`config.mk`:
```
export PLATFORM = sky130hd
export DESIGN_NAME = pipe_front_ctrl
export DESIGN_NICKNAME = d
export VERILOG_FILES = /design/src/rtl/pipe_front_ctrl.sv
export SDC_FILE = /design/constraint.sdc
export NUM_CORES = 1
export LEC_CHECK = 0
export ABC_CLOCK_PERIOD_IN_PS = 3790
export BUFFER_PORTS_ARGS = -buffer_cell sky130_fd_sc_hd__buf_4
export CAP_MARGIN = 20
export CORE_MARGIN = 5
export CORE_UTILIZATION = 50
export CTS_BUF_LIST = sky130_fd_sc_hd__clkbuf_4
export CTS_CLUSTER_DIAMETER = 100
export CTS_CLUSTER_SIZE = 16
export DETAILED_ROUTE_END_ITERATION = 10
export PLACE_DENSITY = 0.9
export SYNTH_ARGS = -nofsm -noshare
export SYNTH_HDL_FRONTEND = slang
export SYNTH_SLANG_ARGS = --single-unit
```
`constraint.sdc`:
```
create_clock -name clk -period 3.79 [get_ports clk]
set_input_delay 0.5685 -clock clk [delete_from_list [all_inputs] [get_ports clk]]
set_output_delay 0.5685 -clock clk [all_outputs]
set_load 0.01 [all_outputs]
```
`src/rtl/pipe_front_ctrl.sv`:
```
// Front-end pipeline registers (PC, IF/ID, ID/EX control/RT) steered by the
// load-use hazard detector, plus stall-cycle accounting and a runaway-stall flag.
module pipe_front_ctrl #(
  parameter int                 N_BITS      = 32,
  parameter logic [N_BITS-1:0]  RESET_PC    = 32'h0040_0000,
  parameter int                 CTRL_W      = 12,
  parameter int                 MEMREAD_BIT = 3,
  parameter int                 MAX_STALL   = 4
) (
  input  logic              clk,
  input  logic              reset,
  input  logic              PCWrite,
  input  logic              DWrite,
  input  logic              Bubble,
  input  logic              Flush,
  input  logic [N_BITS-1:0] NextPC,
  input  logic [N_BITS-1:0] Instruction_IF,
  input  logic [CTRL_W-1:0] Ctrl_ID,
  input  logic [4:0]        RT_ID,
  output logic [N_BITS-1:0] PC,
  output logic [N_BITS-1:0] Instruction_ID,
  output logic [N_BITS-1:0] PCPlus4_ID,
  output logic              Valid_ID,
  output logic [CTRL_W-1:0] Ctrl_EX,
  output logic [4:0]        RT_EX,
  output logic              MemRead_EX,
  output logic [15:0]       StallCount,
  output logic              StallErr
);

  typedef enum logic {
    ST_RUN   = 1'b0,
    ST_STALL = 1'b1
  } state_e;

  logic [N_BITS-1:0] pc_q, pc_d;
  logic [N_BITS-1:0] instr_q, instr_d;
  logic [N_BITS-1:0] pcp4_q, pcp4_d;
  logic              valid_q, valid_d;
  logic [CTRL_W-1:0] ctrl_q, ctrl_d;
  logic [4:0]        rt_q, rt_d;
  logic              stall_s;

  state_e            state_q;
  logic [2:0]        run_cnt_q;
  logic [15:0]       stall_cnt_q;
  logic              stall_err_q;

  // Next-state selection for the PC, IF/ID and ID/EX registers.
  always_comb begin
    stall_s = ~Flush & ~PCWrite;

    if (Flush) begin
      pc_d = NextPC;
    end else if (PCWrite) begin
      pc_d = NextPC;
    end else begin
      pc_d = pc_q;
    end

    if (Flush) begin
      instr_d = {N_BITS{1'b0}};
      pcp4_d  = {N_BITS{1'b0}};
      valid_d = 1'b0;
    end else if (DWrite) begin
      instr_d = Instruction_IF;
      pcp4_d  = pc_q + N_BITS'(3'd4);
      valid_d = 1'b1;
    end else begin
      instr_d = instr_q;
      pcp4_d  = pcp4_q;
      valid_d = valid_q;
    end

    // An empty IF/ID slot must not issue control, same as an explicit bubble.
    if (Bubble || !valid_q) begin
      ctrl_d = {CTRL_W{1'b0}};
    end else begin
      ctrl_d = Ctrl_ID;
    end

    rt_d = RT_ID;
  end

  // Pipeline register bank.
  always_ff @(posedge clk or negedge reset) begin
    if (!reset) begin
      pc_q    <= RESET_PC;
      instr_q <= {N_BITS{1'b0}};
      pcp4_q  <= {N_BITS{1'b0}};
      valid_q <= 1'b0;
      ctrl_q  <= {CTRL_W{1'b0}};
      rt_q    <= 5'd0;
    end else begin
      pc_q    <= pc_d;
      instr_q <= instr_d;
      pcp4_q  <= pcp4_d;
      valid_q <= valid_d;
      ctrl_q  <= ctrl_d;
      rt_q    <= rt_d;
    end
  end

  // Stall tracking FSM with consecutive-run counter, total counter and sticky error.
  always_ff @(posedge clk or negedge reset) begin
    if (!reset) begin
      state_q     <= ST_RUN;
      run_cnt_q   <= 3'd0;
      stall_cnt_q <= 16'd0;
      stall_err_q <= 1'b0;
    end else begin
      if (stall_s && (stall_cnt_q != 16'hFFFF)) begin
        stall_cnt_q <= stall_cnt_q + 16'd1;
      end else begin
        stall_cnt_q <= stall_cnt_q;
      end

      case (state_q)
        ST_RUN: begin
          if (stall_s) begin
            state_q   <= ST_STALL;
            run_cnt_q <= 3'd1;
          end else begin
            state_q   <= ST_RUN;
            run_cnt_q <= 3'd0;
          end
          stall_err_q <= stall_err_q;
        end
        ST_STALL: begin
          if (stall_s) begin
            state_q <= ST_STALL;
            if (run_cnt_q != 3'd7) begin
              run_cnt_q <= run_cnt_q + 3'd1;
            end else begin
              run_cnt_q <= run_cnt_q;
            end
            // One stall beyond the legal run length trips the flag.
            if (run_cnt_q >= 3'(MAX_STALL)) begin
              stall_err_q <= 1'b1;
            end else begin
              stall_err_q <= stall_err_q;
            end
          end else begin
            state_q     <= ST_RUN;
            run_cnt_q   <= 3'd0;
            stall_err_q <= stall_err_q;
          end
        end
        default: begin
          state_q     <= ST_RUN;
          run_cnt_q   <= 3'd0;
          stall_err_q <= stall_err_q;
        end
      endcase
    end
  end

  assign PC             = pc_q;
  assign Instruction_ID = instr_q;
  assign PCPlus4_ID     = pcp4_q;
  assign Valid_ID       = valid_q;
  assign Ctrl_EX        = ctrl_q;
  assign RT_EX          = rt_q;
  assign MemRead_EX     = ctrl_q[MEMREAD_BIT];
  assign StallCount     = stall_cnt_q;
  assign StallErr       = stall_err_q;

endmodule

```
==> results.toml, run 1 <==
[logic_synthesis]
yosysMostFrequentCell = "dfrtp_1"
seq_area_frac_synth_pct = 57.3
ys_ff_latch = 135
synthesis.nets = 607
syn_avg_cell_area_um2 = 11.4
synthTopCellsByArea = "dfrtp_1 57%, mux2_2 6.3%, mux2i_1 6.3%, nor2_1 4.6%, xor2_1 2.2%"
netlist-cell-type-count = 42
synth_area_um2 = 5900
yosys.area.top_type_share_pct = 56.9
postSynth.asyncResetShare_pct = 100
yosys-top-cells-count = "134 x dfrtp_1, 73 x nor2_1, 37 x mux2i_1"
synth_area_leader_cell = "dfrtp_1"
synth_ff_type = "dfrtp_1"
synthCells = 516
synth-edff-count = 0
yosys_warnings = 0

[drt]
via_per_inst = 5.56
wl_per_cell_um = 18.1
drc = 0
detail-route-antenna-nets = 0
drt_first_pass_iters = 5
drt_iter0_drc = 271
via_count = 4924
wl_um = 16000

[power_and_ir_drop]
vdd_ir_drop_max_mv = 0.360
clockPowerShare_pct = 29.3
p_per_area_nw_per_um2 = 409
power_frac_comb_pct = 18.5
internal_power_mw = 2.33
power_switching_uw = 912
swShare_pct = 28.2
leakage_nw = 3.93
power.share.sequential_pct = 52.2

[placement]
place_area_um2 = 7640
port_buffers = 218
hpwl_um = 11900
gp_congestion = 0.853
pre_cts_slack_ns = 1.35

[clocking]
cts.htree.levels = 4
cts.clk_slew.worst_paths_ns = 0.11
hold_buffers = 0
cts-root-buf = "clkbuf_4"
tritoncts = "yes"
cts_setup_buffers = 0
cts_made_buffers = 17
cts.path.max_buffers = 2
clock_sinks = 135
clk_latency_ns = 0.55
cts_resized = 0

[worst_setup_path]
start_kind = "flip-flop"
cp_slowest_cell = "or4_1"
crit_arrival_ns = 2.84
cp.depth = 4
path_max_fanout = 10
r2r_cells = 4
critical_path_class = "flip-flop to flip-flop"
crit_family = "simple AND/OR/NAND/NOR gates"
path_buf_inv = 0
slowest_delay_ns = 0.72
crit_required_ns = 4.21
path_cells = "nand3_1, or4_1, or3_1, a2111oi_1"
end_kind = "flip-flop"

[global_routing]
grt_pass1_vias = 5013
grt_max_degree = 70
grt_use_total_pct = 23.0
grt_pass1_wl_um = 25900
grt-ovfl-total = 0
antenna_found_initial = 0

[floorplan]
die_area_um2 = 14100
initial_core_util_pct = 51.4
die_w_um = 119
rows = 39
io_pins = 219
dieHeight_um = 119
core_area_um2 = 11500

[layout]
layout-drive-gt1-share_pct = 39.0
fin_nets = 821
fin_util_pct = 69.1
design_area_um2 = 7930
n_antenna_cell = 0
synthToLayoutAreaGrowth_pct = 34.4

[sta]
skew_ns = 0.0193
fmax_ghz = 0.414
setup_viol = 0
rsz0062_at_grt = "false"
hold_viol_final = 0
setup_slack_ns = 1.37
slew_headroom_pct = 36.5
setup_tns_ns = 0
final_max_slew_viol_count = 0
worstMarginPinSlew_ns = 0.944
period_needed_ns = 2.42
post-route-period-util_pct = 63.8

[flow_run]
max-cap-violations = 0

[hold_path]
hp-class = "input pin to asynchronous set/reset pin"

[status]
outcome = "finished clean"
state kept, by name (all words and copies together), names as in the netlist:
register,count
RT_EX,5
run_cnt_q,3
StallErr,1
PC,32
StallCount,16
Instruction_ID,32
state_q,1
Valid_ID,1
Ctrl_EX,12
PCPlus4_ID,32
kinds of logic after synthesis:
logic type | share of synthesized area, %
buffers and inverters | 2.50
xor gates and xnor gates | 3.71
DFF | 57.3
muxes | 12.6
and+or+nand+nor | 16.7
adders and majority gates | 0.849
AOI/OAI and AO/OA | 6.36
worst paths after layout:
kind / startpoint / to / slack, ns
min in group clk: RT_ID[2] / RT_EX[2] / 0.13
max in group asynchronous: reset / PCPlus4_ID[16] / 2.87
worst max register to register: PC[4] / PCPlus4_ID[27] / 1.37
worst min register to register: StallErr / StallErr / 0.49
worst min-delay path: reset / Instruction_ID[9] / 0.005
worst max-delay path: PC[4] / PCPlus4_ID[27] / 1.37
layout make-up:
class	instances	area [um2]
Tap cell	143	179
Fill cell	866	3540
Clock buffer	19	143
Clock inverter	13	136
Sequential cell	135	3380
Timing Repair Buffer	223	1680
Inverter	9	33.8
Multi-Input combinational cell	344	2380
routing by layer:
layer | part of all wire, % | track usage, % | wire [um]
met4 | 2.4 | 9.07 | 382
met1 | 39 | 28.5 | 6170
met2 | 50 | 36.7 | 7930
met3 | 9.5 | 8.60 | 1530
met5 | 0 | 0 | 0
cell usage in the layout (no fill, tap or decap), types with 2 or more instances in the layout:
cell         n
buf_4      221
dfrtp_1    134
nor2_1      72
mux2i_1     37
mux2_2      33
nand2_1     24
nand3_1     19
clkbuf_4    19
nor4_1      17
and2_1      15
xor2_1      15
a211oi_1    14
nand4_1     13
a311oi_1    10
xnor2_1     10
inv_1        9
nor3_1       9
and3_1       8
clkinv_2     7
o21ai_0      6
or3_1        6
and4_1       5
or4_1        4
a21oi_1      4
ha_1         4
o2111ai_1    3
clkinv_1     3
bufinv_16    3
o31ai_1      2
metrics by stage:
step / power, mW / cells / hold slack [ns]
after floorplan: 1.96 / 516 / 0.273
after global placement: 2.29 / 853 / 0.463
after detailed placement: 2.32 / 853 / 0.469
after CTS: 3.27 / 885 / 0.00119
after global routing: 3.41 / 886 / 0.0118
final: 3.24 / 886 / 0.00536
power groups by stage:
stage	Clock [mW]	Sequential, mW	Combinational (mW)
after floorplan	0	1.74	0.221
after global placement	0	1.71	0.585
after detailed placement	0	1.72	0.606
after CTS	0.978	1.69	0.608
after global routing	1.05	1.71	0.651
final	0.949	1.69	0.598
Power figures use the tool's default switching activity.
==> run 2: changes to the inputs <==
--- a/config.mk
+++ b/config.mk
@@ -5,7 +5,8 @@
 export SDC_FILE = /design/constraint.sdc
 export NUM_CORES = 1
 export LEC_CHECK = 0
-export ABC_CLOCK_PERIOD_IN_PS = 3790
+export ABC_AREA = 1
+export ABC_CLOCK_PERIOD_IN_PS = 2500
 export BUFFER_PORTS_ARGS = -buffer_cell sky130_fd_sc_hd__buf_4
 export CAP_MARGIN = 20
 export CORE_MARGIN = 5
@@ -14,7 +15,7 @@
 export CTS_CLUSTER_DIAMETER = 100
 export CTS_CLUSTER_SIZE = 16
 export DETAILED_ROUTE_END_ITERATION = 10
-export PLACE_DENSITY = 0.9
+export PLACE_DENSITY = 0.89
 export SYNTH_ARGS = -nofsm -noshare
 export SYNTH_HDL_FRONTEND = slang
 export SYNTH_SLANG_ARGS = --single-unit
==> constraint.sdc (replaced) <==
create_clock -name clk -period 2.5 [get_ports clk]
set_input_delay 0.375 -clock clk [delete_from_list [all_inputs] [get_ports clk]]
set_output_delay 0.375 -clock clk [all_outputs]
set_load 0.01 [all_outputs]
==> run 2 against run 1 <==
Against the previous run:
- final cell count rose by 26%
- sequential power is 50% higher
- count of clock-buffer cells in the layout is 2 higher
- flip-flop and latch count stayed put
- routed wire length increased by 15%
- clock power grew 70%
- critical endpoint is now Instruction_ID[10]
- design area rose by 5.7%
- utilization grew 0.94 points
- hold slack improved by 0.028 ns
- synthesized cell count is 39% higher
==> results.toml, run 2 <==
[power_and_ir_drop]
vdd_ir_drop_max_mv = 0.307
clockPowerShare_pct = 32.1
power_switching_mw = 1.42
swShare_pct = 28.3
p_per_area_nw_per_um2 = 600
power_frac_comb_pct = 17.7
leakage_nw = 4.50
power.share.sequential_pct = 50.2
internal_power_mw = 3.61
power_mw = 5.03

[global_routing]
grt-ovfl-total = 0
grt_max_degree = 71
antenna_found_initial = 1
grt_use_total_pct = 25.4
grt_pass1_wl_um = 29100
grt_pass1_vias = 5678

[clocking]
clock_sinks = 135
cts.htree.levels = 4
cts_resized = 0
tritoncts = "yes"
cts.clk_slew.worst_paths_ns = 0.12
cts.path.max_buffers = 2
cts-root-buf = "clkbuf_4"
cts_setup_buffers = 0
cts_made_buffers = 17
clk_latency_ns = 0.54

[drt]
wl_per_cell_um = 16.5
via_per_inst = 5.18
drt_iter0_drc = 493
drc = 0
detail-route-antenna-nets = 0
drt_first_pass_iters = 5
via_count = 5801
wl_um = 18400

[logic_synthesis]
postSynth.asyncResetShare_pct = 100
netlist-cell-type-count = 33
synth-edff-count = 0
synth_area_um2 = 6090
synth_top_family_by_area = "simple AND/OR/NAND/NOR gates"
synth_area_leader_cell = "dfrtp_1"
synthesis.nets = 809
yosys.area_share.xor_xnor_pct = 2.01
seq_area_frac_synth_pct = 55.5
yosysMostFrequentCell = "nand2_1"
yosys-top-cells-count = "260 x nand2_1, 134 x dfrtp_1, 86 x nor2_1"
synth-compound-area-share_pct = 8.79
synthMuxAreaShare_pct = 0
ys_ff_latch = 135
yosys.area.top_type_share_pct = 55.0
yosys_warnings = 0
synth_ff_type = "dfrtp_1"
synthCells = 718
synthSimpleGateAreaFrac_pct = 27.0
syn_avg_cell_area_um2 = 8.49
yosys.area_share.adder_pct = 0.821
synthTopCellsByArea = "dfrtp_1 55%, nand2_1 16%, nor2_1 5.3%, a22o_1 5.0%, inv_1 3.6%"

[sta]
skew_ns = 0.0163
worstMarginPinSlew_ns = 0.660
post-route-period-util_pct = 79.3
rsz0062_at_grt = "false"
setup_viol = 0
period_needed_ns = 1.98
slew_headroom_pct = 56.0
hold_viol_final = 0
setup_tns_ns = 0
final_max_slew_viol_count = 0
fmax_ghz = 0.505

[floorplan]
initial_core_util_pct = 50.9
core_area_um2 = 12000
rows = 40
io_pins = 219
dieHeight_um = 120
die_area_um2 = 14500
die_w_um = 120

[worst_setup_path]
crit_required_ns = 2.97
path_max_fanout = 34
end_kind = "flip-flop"
start_kind = "input pin"
critical_path_class = "input pin to flip-flop"
crit_arrival_ns = 2.46

[placement]
dp_cells = 1066
hpwl_um = 13400
gp_congestion = 0.922
port_buffers = 218

[flow_run]
max-cap-violations = 0

[hold_path]
hp-class = "input pin to flip-flop"

[layout]
final_cells = 1119
nFillCells = 956
synthToLayoutAreaGrowth_pct = 37.5
final_common_cell = "nand2_1"
final_cell_mix = "260 x nand2_1, 223 x buf_4, 134 x dfrtp_1"
layout-drive-gt1-share_pct = 28.0
fin_nets = 1050

[status]
outcome = "finished clean"
run 2: critical path, cell delays in order:
cell and delay (ns):
dlygate4sd3_1 0.54, buf_4 0.16, or2_1 0.36, inv_2 0.39, buf_4 0.42, a22o_1 0.21
run 2: logic make-up after synthesis:
family / count (synthesis)
flops: 135
xor+xnor: 14
simple gates: 402
buf+inv: 84
fa+ha+maj: 4
compound gates: 79
run 2: stage by stage:
stage | util, % | setup WS, ns | cell area [um2] | hold WS, ns
after floorplan | - | 0.928 | 6090 | 0.0794
after global placement | 65.7 | 0.615 | 7860 | 0.424
after detailed placement | 65.7 | 0.552 | 7860 | 0.428
after CTS | 69.6 | 0.593 | 8330 | 0.000969
after global routing | 70.1 | 0.472 | 8380 | -0.00118
final | 70.1 | 0.519 | 8380 | 0.0329
run 2: area by class of cell:
type,count,area (um2),share of cell area [%]
diodes,1,2.50,0.0299
well taps,147,184,2.20
flip-flops and latches,135,3380,40.3
clock buffers,21,158,1.88
clock inverters,10,153,1.82
repair buffers,246,1920,22.9
inverters,60,228,2.72
multi-input cells,499,2360,28.2
run 2: final timing paths:
check,endpoint,from,slack [ns],cells past startpoint
setup / recovery,Instruction_ID[10],Flush,0.52,6
min in group asynchronous,RT_EX[1],reset,0.41,2
hold / removal,PC[25],NextPC[25],0.03,3
setup reg to reg,PCPlus4_ID[26],PC[2],0.71,9
max in group asynchronous,Instruction_ID[29],reset,1.31,3
hold reg to reg,StallErr,StallErr,0.48,1
run 2: repair_timing:
action                     CTS  global route
setup endpoints to repair    0             0
hold endpoints to repair    83             5
hold buffers                16             5
run 2: routing by layer:
layer	vias up	wire, um	GRT usage [%]
met5	-	0	0
met4	0	411	9.21
met3	30	1410	6.08
met2	265	8940	41.8
met1	2741	7680	32.7
li1	2765	-	-
run 2: power by group through the flow:
stage / Sequential (mW) / Combinational [mW] / Clock [mW]
global route: 2.55 / 0.986 / 1.73
floorplan: 2.59 / 0.306 / 0
detailed placement: 2.56 / 0.866 / 0
global placement: 2.56 / 0.843 / 0
finish: 2.53 / 0.891 / 1.61
CTS: 2.52 / 0.889 / 1.63
